--- config.mk ---
export PLATFORM = sky130hd
export DESIGN_NAME = sprite_render
export DESIGN_NICKNAME = d
export VERILOG_FILES = /design/src/rtl/sprite_render.sv
export SDC_FILE = /design/constraint.sdc
export NUM_CORES = 1
export LEC_CHECK = 0
export CAP_MARGIN = 20
export CELL_PAD_IN_SITES_DETAIL_PLACEMENT = 1
export CELL_PAD_IN_SITES_GLOBAL_PLACEMENT = 1
export CORE_ASPECT_RATIO = 0.9
export CORE_MARGIN = 10
export CORE_UTILIZATION = 38
export CTS_CLUSTER_SIZE = 30
export DETAILED_ROUTE_END_ITERATION = 6
export PLACE_DENSITY_LB_ADDON = 0.1
export REMOVE_ABC_BUFFERS = 1
export SYNTH_ARGS = -nofsm -noshare
export SYNTH_HDL_FRONTEND = slang
export SYNTH_SLANG_ARGS = --single-unit
--- constraint.sdc ---
create_clock -name clk_pix -period 3.4 [get_ports clk_pix]
set_input_delay 0.68 -clock clk_pix [delete_from_list [all_inputs] [get_ports clk_pix]]
set_output_delay 0.68 -clock clk_pix [all_outputs]
set_load 0.02 [all_outputs]
--- src/rtl/sprite_render.sv ---
// ---------------------------------------------------------------------------
// sprite_render
//
// Pixel-pipeline stage that draws one scaled 1-bpp bitmap sprite over a flat
// background. It sits between the sync generator and the DVI output
// registers. Colour and syncs leave the block exactly two pixel clocks after
// the matching sx/sy/sync inputs.
//
// Ports:
//   clk_pix, rst_pix        pixel clock, synchronous active-high reset
//   sx, sy                  current screen coordinate from the sync generator
//   hsync_i, vsync_i, de_i  syncs / data enable from the sync generator
//   pos_x, pos_y, pos_valid requested sprite top-left corner; sampled only on
//                           the first vertical blanking line (sx==0, sy==V_RES)
//   bmp_we, bmp_addr,       bitmap row write port; bmp_data MSB is the
//   bmp_data                leftmost sprite pixel
//   hsync_o, vsync_o, de_o  sync inputs delayed by two cycles
//   r, g, b                 4-bit colour aligned with de_o
//   sprite_hit              output pixel is a set sprite bit
// ---------------------------------------------------------------------------
module sprite_render #(
    parameter int          CORDW      = 10,
    parameter int          H_RES      = 640,
    parameter int          V_RES      = 480,
    parameter int          SPR_W      = 16,
    parameter int          SPR_H      = 8,
    parameter int          SCALE_LOG2 = 1,
    parameter int          INIT_X     = 312,
    parameter int          INIT_Y     = 232,
    parameter logic [11:0] FG_COLR    = 12'hFFF,
    parameter logic [11:0] BG_COLR    = 12'h137
) (
    input  logic                     clk_pix,
    input  logic                     rst_pix,
    input  logic [CORDW-1:0]         sx,
    input  logic [CORDW-1:0]         sy,
    input  logic                     hsync_i,
    input  logic                     vsync_i,
    input  logic                     de_i,
    input  logic [CORDW-1:0]         pos_x,
    input  logic [CORDW-1:0]         pos_y,
    input  logic                     pos_valid,
    input  logic                     bmp_we,
    input  logic [$clog2(SPR_H)-1:0] bmp_addr,
    input  logic [SPR_W-1:0]         bmp_data,
    output logic                     hsync_o,
    output logic                     vsync_o,
    output logic                     de_o,
    output logic [3:0]               r,
    output logic [3:0]               g,
    output logic [3:0]               b,
    output logic                     sprite_hit
);

    localparam int RW = $clog2(SPR_H);
    localparam int CW = $clog2(SPR_W);
    // Keep the sub-pixel counter at least one bit wide so SCALE_LOG2=0 works.
    localparam int SW = (SCALE_LOG2 > 0) ? SCALE_LOG2 : 1;

    localparam logic [SW-1:0]  SUB_LAST = SW'((1 << SCALE_LOG2) - 1);
    localparam logic [CW-1:0]  COL_LAST = CW'(SPR_W - 1);
    localparam logic [CORDW:0] SPR_SPAN = (CORDW + 1)'(SPR_H << SCALE_LOG2);

    localparam logic [1:0] ST_IDLE  = 2'd0;
    localparam logic [1:0] ST_ARMED = 2'd1;
    localparam logic [1:0] ST_DRAW  = 2'd2;
    localparam logic [1:0] ST_DONE  = 2'd3;

    function automatic logic [11:0] pix_colour(input logic de, input logic set);
        if (!de)
            return 12'h000;
        else if (set)
            return FG_COLR;
        else
            return BG_COLR;
    endfunction

    // ------------------------------------------------------------------
    // State
    // ------------------------------------------------------------------
    logic [1:0]       state_q, state_d;
    logic [CW-1:0]    col_q, col_d;
    logic [SW-1:0]    sub_q, sub_d;
    logic [RW-1:0]    row_q, row_d;
    logic [CORDW-1:0] px_q, px_d;
    logic [CORDW-1:0] py_q, py_d;
    logic [SPR_W-1:0] bmp_q [SPR_H];
    logic [SPR_W-1:0] bmp_d [SPR_H];

    logic hs_p1_q, hs_p1_d;
    logic vs_p1_q, vs_p1_d;
    logic de_p1_q, de_p1_d;
    logic bit_p1_q, bit_p1_d;

    logic        hs_p2_q, hs_p2_d;
    logic        vs_p2_q, vs_p2_d;
    logic        de_p2_q, de_p2_d;
    logic [11:0] rgb_p2_q, rgb_p2_d;
    logic        hit_p2_q, hit_p2_d;

    // ------------------------------------------------------------------
    // Line evaluation for the current input pixel (stage 0)
    // ------------------------------------------------------------------
    logic             line_start;
    logic [CORDW:0]   sy_ext, py_ext, dy;
    logic             in_rows;
    logic             px_on_screen;
    logic             armed_now;
    logic             start_draw;
    logic             draw_now;
    logic [CW-1:0]    col_now;
    logic [SW-1:0]    sub_now;
    logic [RW-1:0]    row_now;
    logic [SPR_W-1:0] row_bits;
    logic             bit_now;

    always_comb begin
        line_start   = (sx == '0);
        sy_ext       = {1'b0, sy};
        py_ext       = {1'b0, py_q};
        dy           = sy_ext - py_ext;
        // One extra bit so a sprite near the bottom never wraps to the top.
        in_rows      = (sy_ext >= py_ext) && (sy_ext < (py_ext + SPR_SPAN));
        // A sprite anchored in horizontal blanking can never become visible.
        px_on_screen = ({1'b0, px_q} < (CORDW + 1)'(H_RES));

        // sx==0 re-evaluates the line whatever the current state is.
        armed_now  = line_start ? in_rows : (state_q == ST_ARMED);
        // The pixel at sx==px is itself the first drawn pixel.
        start_draw = armed_now && (sx == px_q) && px_on_screen;
        draw_now   = start_draw || (!line_start && (state_q == ST_DRAW));

        col_now  = start_draw ? '0 : col_q;
        sub_now  = start_draw ? '0 : sub_q;
        row_now  = line_start ? RW'(dy >> SCALE_LOG2) : row_q;
        row_bits = bmp_q[row_now];
        bit_now  = draw_now && row_bits[COL_LAST - col_now];
    end

    always_comb begin
        state_d = state_q;
        col_d   = col_q;
        sub_d   = sub_q;
        row_d   = row_now;

        if (draw_now) begin
            if ((col_now == COL_LAST) && (sub_now == SUB_LAST)) begin
                state_d = ST_DONE;
            end else begin
                state_d = ST_DRAW;
                if (sub_now == SUB_LAST) begin
                    sub_d = '0;
                    col_d = col_now + 1'b1;
                end else begin
                    sub_d = sub_now + 1'b1;
                    col_d = col_now;
                end
            end
        end else if (armed_now) begin
            state_d = ST_ARMED;
        end else if (line_start) begin
            state_d = ST_IDLE;
        end
    end

    // Position only moves on the first blanking line, so a frame never tears.
    always_comb begin
        px_d = px_q;
        py_d = py_q;
        if (line_start && (sy == CORDW'(V_RES)) && pos_valid) begin
            px_d = pos_x;
            py_d = pos_y;
        end
    end

    always_comb begin
        for (int i = 0; i < SPR_H; i++)
            bmp_d[i] = bmp_q[i];
        if (bmp_we && (int'(bmp_addr) < SPR_H))
            bmp_d[bmp_addr] = bmp_data;
    end

    // ------------------------------------------------------------------
    // Stage 0 -> stage 1: sprite bit and syncs
    // ------------------------------------------------------------------
    always_comb begin
        hs_p1_d  = hsync_i;
        vs_p1_d  = vsync_i;
        de_p1_d  = de_i;
        bit_p1_d = bit_now;
    end

    // ------------------------------------------------------------------
    // Stage 1 -> stage 2: colour resolve
    // ------------------------------------------------------------------
    always_comb begin
        hs_p2_d  = hs_p1_q;
        vs_p2_d  = vs_p1_q;
        de_p2_d  = de_p1_q;
        rgb_p2_d = pix_colour(de_p1_q, bit_p1_q);
        hit_p2_d = de_p1_q && bit_p1_q;
    end

    always_ff @(posedge clk_pix) begin
        if (rst_pix) begin
            state_q  <= ST_IDLE;
            col_q    <= '0;
            sub_q    <= '0;
            row_q    <= '0;
            px_q     <= CORDW'(INIT_X);
            py_q     <= CORDW'(INIT_Y);
            for (int i = 0; i < SPR_H; i++)
                bmp_q[i] <= '0;
            hs_p1_q  <= 1'b0;
            vs_p1_q  <= 1'b0;
            de_p1_q  <= 1'b0;
            bit_p1_q <= 1'b0;
            hs_p2_q  <= 1'b0;
            vs_p2_q  <= 1'b0;
            de_p2_q  <= 1'b0;
            rgb_p2_q <= '0;
            hit_p2_q <= 1'b0;
        end else begin
            state_q  <= state_d;
            col_q    <= col_d;
            sub_q    <= sub_d;
            row_q    <= row_d;
            px_q     <= px_d;
            py_q     <= py_d;
            for (int i = 0; i < SPR_H; i++)
                bmp_q[i] <= bmp_d[i];
            hs_p1_q  <= hs_p1_d;
            vs_p1_q  <= vs_p1_d;
            de_p1_q  <= de_p1_d;
            bit_p1_q <= bit_p1_d;
            hs_p2_q  <= hs_p2_d;
            vs_p2_q  <= vs_p2_d;
            de_p2_q  <= de_p2_d;
            rgb_p2_q <= rgb_p2_d;
            hit_p2_q <= hit_p2_d;
        end
    end

    assign hsync_o    = hs_p2_q;
    assign vsync_o    = vs_p2_q;
    assign de_o       = de_p2_q;
    assign r          = rgb_p2_q[11:8];
    assign g          = rgb_p2_q[7:4];
    assign b          = rgb_p2_q[3:0];
    assign sprite_hit = hit_p2_q;

endmodule

==> flow_metrics.py, run 1 <==
metrics = {
    "yosys": {
        "syn_inst": 1006,
        "avgSynthCellArea_sq_um": 8.030,
        "synth_area_leaders": "dfxtp_1, nand2_1, a21oi_1",
        "synth_edf_count": 0,
        "synth_cell_types": 61,
        "yosysWarnings": 0,
        "yosys_register_bits": 168,
        "synth_seq_area_share_pct": 41.64,
        "async_flop_share_pct": 0,
        "yosysTopAreaCell": "dfxtp_1",
        "synth_top_area_share_pct": 41.64,
        "synth_area_sq_um": 8078,
        "synth_flop_cell": "dfxtp_1",
    },
    "global_routing": {
        "first_global_vias": 7689,
        "gr-total-overflow": 0,
        "antenna_found_initial": 0,
        "grt_usage_pct": 19.91,
        "grt_pass1_wl_um": 43330,
        "grt_max_degree": 87,
    },
    "timing": {
        "worstMarginPinSlew_ns": 1.023,
        "drv_slew": 0,
        "layout_min_cycle_time_ns": 3.290,
        "fin_skew_ns": 0.01170,
        "fmax_mhz": 303.9,
        "finalHoldViolations": 0,
        "period_share_pct": 96.78,
        "slew-limit-headroom_pct": 31.69,
        "finalSetupTns_ns": 0,
        "finalSetupViolCount": 0,
    },
    "placed_design": {
        "port-buffer-count": 81,
        "dp_hpwl_um": 18510,
        "gp_congestion": 0.8170,
    },
    "clock_network": {
        "worstSkewPairLatency_ns": 0.44,
        "cts_hold_buf": 0,
        "ctsLongestPathBuffers": 2,
        "cts_root_buf": "clkbuf_16",
        "numClockSinks": 168,
        "h-tree-depth": 4,
        "cts_tree": "done",
        "clk_pin_slew_ns": 0.07,
        "cts_buffers": 17,
    },
    "detailed_routing": {
        "vias": 7452,
        "avgRoutedWirePerCell_um": 19.55,
        "drtIter0Drc": 428,
        "viasPerCell": 5.281,
        "drc": 0,
        "finalWirelength_um": 27580,
        "drtPass1Iterations": 4,
        "ant_nets": 0,
    },
    "power": {
        "pwr-share-clk_pct": 44.9,
        "p_comb_share_pct": 8.2,
        "p_int_mw": 3.238,
        "power_frac_seq_pct": 46.8,
        "report.power.total_mw": 4.318,
        "p_leak_nw": 3.816,
        "power_switching_share_pct": 25.02,
        "powerDensity_nw_per_um2": 416.9,
        "ir_drop_v": 0.0003032,
        "p_switching_mw": 1.080,
    },
    "setup_path": {
        "crit_type": "input port to flip-flop",
        "r2r_start": "py_q[1]",
        "r2r_setup_slack_ns": 0.22,
        "crit_arrival_ns": 3.62,
        "reg2regPathDepth": 12,
        "critPathLaunchType": "input port",
        "cp_max_fo": 4,
        "r2r_end": "bit_p1_q",
        "required_ns": 3.73,
        "end_kind": "flip-flop",
    },
    "final_layout": {
        "layout_common_cells": "nand2_1, dfxtp_1, a21oi_1",
        "syn_to_final_growth_pct": 28.22,
        "layout_commonest_cell": "nand2_1",
        "fin_nets": 1197,
        "antenna_cells": 0,
        "drive_gt1_share_pct": 15.11,
    },
    "die": {
        "start_util_pct": 38.77,
        "rows": 50,
        "die_area_sq_um": 27500,
        "boundaryPins": 82,
        "coreArea_sq_um": 20830,
        "dieHeight_um": 158.3,
        "die_w_um": 173.7,
    },
    "worst_hold_path": {
        "hold_start": "vs_p1_q",
        "hold_path_end": "vsync_o",
        "holdPathStages": 1,
        "hold_path.class": "flip-flop to flip-flop",
    },
    "job": {
        "cap_violations": 0,
    },
    "run_status": {
        "status": "complete, no violations",
    },
}
==> cell type report <==
type                            count  area [sq um]
Inverter                           15         56.30
Clock buffer                       20         466.7
Clock inverter                     12         117.6
Tap cell                          286         357.8
Fill cell                        2470         10480
Multi-Input combinational cell    740          4402
Sequential cell                   168          3363
Timing Repair Buffer              170          1594
==> logic make-up after synthesis <==
logic type / count (synthesis) / share of synthesized area, %
adders and majority gates: 19 / 3.036
muxes: 49 / 8.287
buffers and inverters: 98 / 5.839
DFF: 168 / 41.64
xor gates and xnor gates: 15 / 1.626
and+or+nand+nor: 459 / 24.43
AOI/OAI and AO/OA: 198 / 15.15
==> power by group through the flow <==
stage	Clock, mW	Combinational, mW	Sequential, mW
2_1_floorplan	0	0.107	2.07
3_3_place_gp	0	0.342	2.06
3_5_place_dp	0	0.348	2.07
4_1_cts	1.98	0.351	2.02
5_1_grt	2.06	0.388	2.02
6_report	1.94	0.356	2.02
==> per-layer routing <==
layer	up-vias	GRT usage, %	wire length (um)
li1	3628	-	-
met1	3683	26.70	13290
met2	123	32.76	13020
met3	18	4.026	1065
met4	0	3.945	203
met5	-	0	0
==> Yosys cell counts, types with 11 or more instances <==
| master | count |
|---|---|
| clkbuf_2 | 11 |
| dfxtp_1 | 168 |
| nand4_1 | 17 |
| nor2b_1 | 15 |
| nand2_1 | 315 |
| mux2i_1 | 32 |
| inv_1 | 14 |
| mux4_2 | 14 |
| a21oi_1 | 137 |
| nor2_1 | 44 |
| clkbuf_1 | 49 |
| ha_1 | 18 |
| nand3_1 | 28 |
| buf_4 | 11 |
==> worst max-delay path, cell delays in order <==
cell and delay, ns:
clkdlybuf4s50_1 0.42, or2_2 0.36, o31ai_4 0.27, and2_4 0.21
mux4_2 0.49, mux2_4 0.30, a2111oi_4 0.38, a311o_1 0.20
a31oi_1 0.08, a41o_1 0.22
==> stage by stage <==
step	worst slack [ns]	util (%)	hold slack [ns]	cell area [sq um]	std cells
detailed placement	-0.5904	45.95	0.4307	9572	1376
global placement	-0.5735	45.95	0.4176	9572	1376
finish	0.1096	49.72	0.4414	10360	1411
floorplan	-0.4862	-	0.4138	7662	923
CTS	0.007013	49.15	0.4473	10240	1409
global route	-0.03873	49.72	0.4648	10360	1411
==> timing repair <==
action | in CTS | in global routing
buffers inserted | 1 | 2
gates resized for setup | 15 | 25
endpoints found under the setup margin | 6 | 6
pin swaps | 11 | 13
hold endpoints to repair | 0 | 0
==> sequential cells by signal, indices dropped and copies added, names as in the netlist, 2 cells and up <==
name      cells
state_q       2
col_q         4
px_q         10
bmp_q       128
rgb_p2_q      2
row_q         3
py_q         10
==> how the worst max path moves through the flow <==
| stage | to | startpoint | depth (start not counted) | slack [ns] |
|---|---|---|---|---|
| 3_5_place_dp | bit_p1_q | sy[2] | 12 | -0.59 |
| 2_1_floorplan | bit_p1_q | sy[2] | 10 | -0.49 |
| 6_report | bit_p1_q | sx[4] | 10 | 0.11 |
| 3_3_place_gp | bit_p1_q | sy[0] | 13 | -0.57 |
| 5_1_grt | col_q[1] | py_q[5] | 16 | -0.04 |
| 4_1_cts | bit_p1_q | sx[3] | 10 | 0.007 |
No activity file was read; power rests on OpenSTA's default activity.
==> run 2: changes to the inputs <==
--- a/config.mk
+++ b/config.mk
@@ -15,6 +15,7 @@
 export DETAILED_ROUTE_END_ITERATION = 6
 export PLACE_DENSITY_LB_ADDON = 0.1
 export REMOVE_ABC_BUFFERS = 1
+export SETUP_SLACK_MARGIN = 0.05
 export SYNTH_ARGS = -nofsm -noshare
 export SYNTH_HDL_FRONTEND = slang
 export SYNTH_SLANG_ARGS = --single-unit
==> run 2 against run 1 <==
Cell count is 0.14% higher. Highest routed layer unchanged. Maximum frequency is essentially flat. Via count hardly changed. Global-route usage barely moved. Routed wire length is 0.13% higher. Die area did not move. Cell area about the same. Clock power hardly changed. Flip-flop and latch count unchanged. Critical path depth did not move. Largest cell class unchanged. Utilization about the same.
==> flow_metrics.py, run 2 (synthesis gave the netlist of run 1 again) <==
metrics = {
    "timing": {
        "finalHoldViolations": 0,
        "fmax_mhz": 303.9,
        "finalSetupViolCount": 0,
        "period_share_pct": 96.79,
        "finalSetupTns_ns": 0,
        "rsz0062_at_grt": "yes",
        "slew-limit-headroom_pct": 32.45,
        "worstMarginPinSlew_ns": 1.012,
        "setup_ws_ns": 0.1090,
        "fin_skew_ns": 0.01225,
        "drv_slew": 0,
        "layout_min_cycle_time_ns": 3.291,
    },
    "placed_design": {
        "dp_hpwl_um": 18510,
        "dp_slack_ns": -0.5904,
        "place_area_sq_um": 9572,
        "gp_congestion": 0.8170,
        "port-buffer-count": 81,
    },
    "die": {
        "dieHeight_um": 158.3,
        "rows": 50,
        "die_w_um": 173.7,
        "die_area_sq_um": 27500,
        "boundaryPins": 82,
        "coreArea_sq_um": 20830,
        "start_util_pct": 38.77,
    },
    "job": {
        "cap_violations": 0,
    },
    "worst_hold_path": {
        "hold_path.class": "flip-flop to flip-flop",
        "holdPathStages": 1,
    },
    "setup_path": {
        "end_kind": "flip-flop",
        "crit_arrival_ns": 3.62,
        "crit_type": "input port to flip-flop",
        "cp_max_fo": 4,
        "required_ns": 3.73,
        "critPathLaunchType": "input port",
        "reg2regPathDepth": 12,
    },
    "global_routing": {
        "gr-total-overflow": 0,
        "grt_max_degree": 87,
        "grt_pass1_wl_um": 43400,
        "grt_usage_pct": 19.96,
        "first_global_vias": 7710,
        "antenna_found_initial": 0,
    },
    "run_status": {
        "status": "complete, no violations",
    },
    "detailed_routing": {
        "drc": 0,
        "finalWirelength_um": 27620,
        "viasPerCell": 5.277,
        "ant_nets": 0,
        "vias": 7456,
        "drtIter0Drc": 426,
        "drtPass1Iterations": 5,
        "avgRoutedWirePerCell_um": 19.55,
    },
    "power": {
        "p_leak_nw": 3.786,
        "ir_drop_v": 0.0003033,
        "report.power.total_mw": 4.321,
        "powerDensity_nw_per_um2": 416.8,
    },
    "final_layout": {
        "layout_commonest_cell": "nand2_1",
        "largest_reg_flops": 128,
        "syn_to_final_growth_pct": 28.33,
        "regMostFlops": "bmp_q",
        "finalInstanceArea_sq_um": 10370,
        "fin_nets": 1199,
        "drive_gt1_share_pct": 15.44,
        "antenna_cells": 0,
        "postLayoutCoreUtil_pct": 49.76,
        "layout_common_cells": "nand2_1, dfxtp_1, a21oi_1",
        "top_regs": "bmp_q (128), px_q (10), py_q (10)",
    },
    "clock_network": {
        "cts_buffers": 17,
        "numClockSinks": 168,
        "h-tree-depth": 4,
        "cts_root_buf": "clkbuf_16",
        "ctsLongestPathBuffers": 2,
        "cts_tree": "done",
        "clk_pin_slew_ns": 0.07,
        "cts_hold_buf": 0,
        "worstSkewPairLatency_ns": 0.44,
    },
}
run 2: cell count changes in the layout (fill, tap and decap cells not counted), sizes merged:
cell,previous run,this run
buf,90,92
dlymetal6s2s,10,4
clkdlybuf4s50,69,70
dlygate4sd2,1,6
run 2: metal layers:
layer	track usage [%]	wire length [um]
met4	3.945	230
met2	32.91	13000
met3	4.026	976
met1	26.71	13410
met5	0	0
run 2: cell type report:
class	instances	area (sq um)
fill	2476	10470
multi-input combinational	740	4413
tap	286	357.8
sequential	168	3363
inverter	15	56.30
clock inverter	12	117.6
clock buffer	20	466.7
timing repair buffer	172	1592
run 2: worst paths after layout:
kind,from,slack [ns],end
worst max-delay path,sx[0],0.11,bit_p1_q
worst min-delay path,vs_p1_q,0.44,vsync_o
worst max register to register,py_q[1],0.23,bit_p1_q
worst min register to register,vs_p1_q,0.44,vsync_o
run 2: what timing repair did:
item / CTS / global route
endpoints found under the setup margin: 6 / 6
pin swaps: 12 / 16
gates resized for setup: 20 / 21
setup buffers: 2 / 3
run 2: per-stage QoR:
| stage | hold slack [ns] | std cells |
|---|---|---|
| after floorplan | 0.4138 | 923 |
| after global placement | 0.4176 | 1376 |
| after detailed placement | 0.4307 | 1376 |
| after CTS | 0.4473 | 1410 |
| after global routing | 0.4648 | 1413 |
| final | 0.4417 | 1413 |
run 2: power breakdown:
group          total [mW]  switching (mW)  internal (mW)  leakage (nW)
Sequential           2.02          0.0184           2.00          1.36
Clock                1.94           0.868           1.07         0.275
Combinational       0.357           0.197          0.160          2.15
run 2: critical path: stages:
cell	delay, ns
clkdlybuf4s50_1	0.43
or4_4	0.47
o31ai_4	0.21
and2_4	0.21
mux4_2	0.49
mux2_4	0.30
a2111oi_4	0.33
a311o_1	0.19
a31oi_1	0.08
a41o_1	0.22
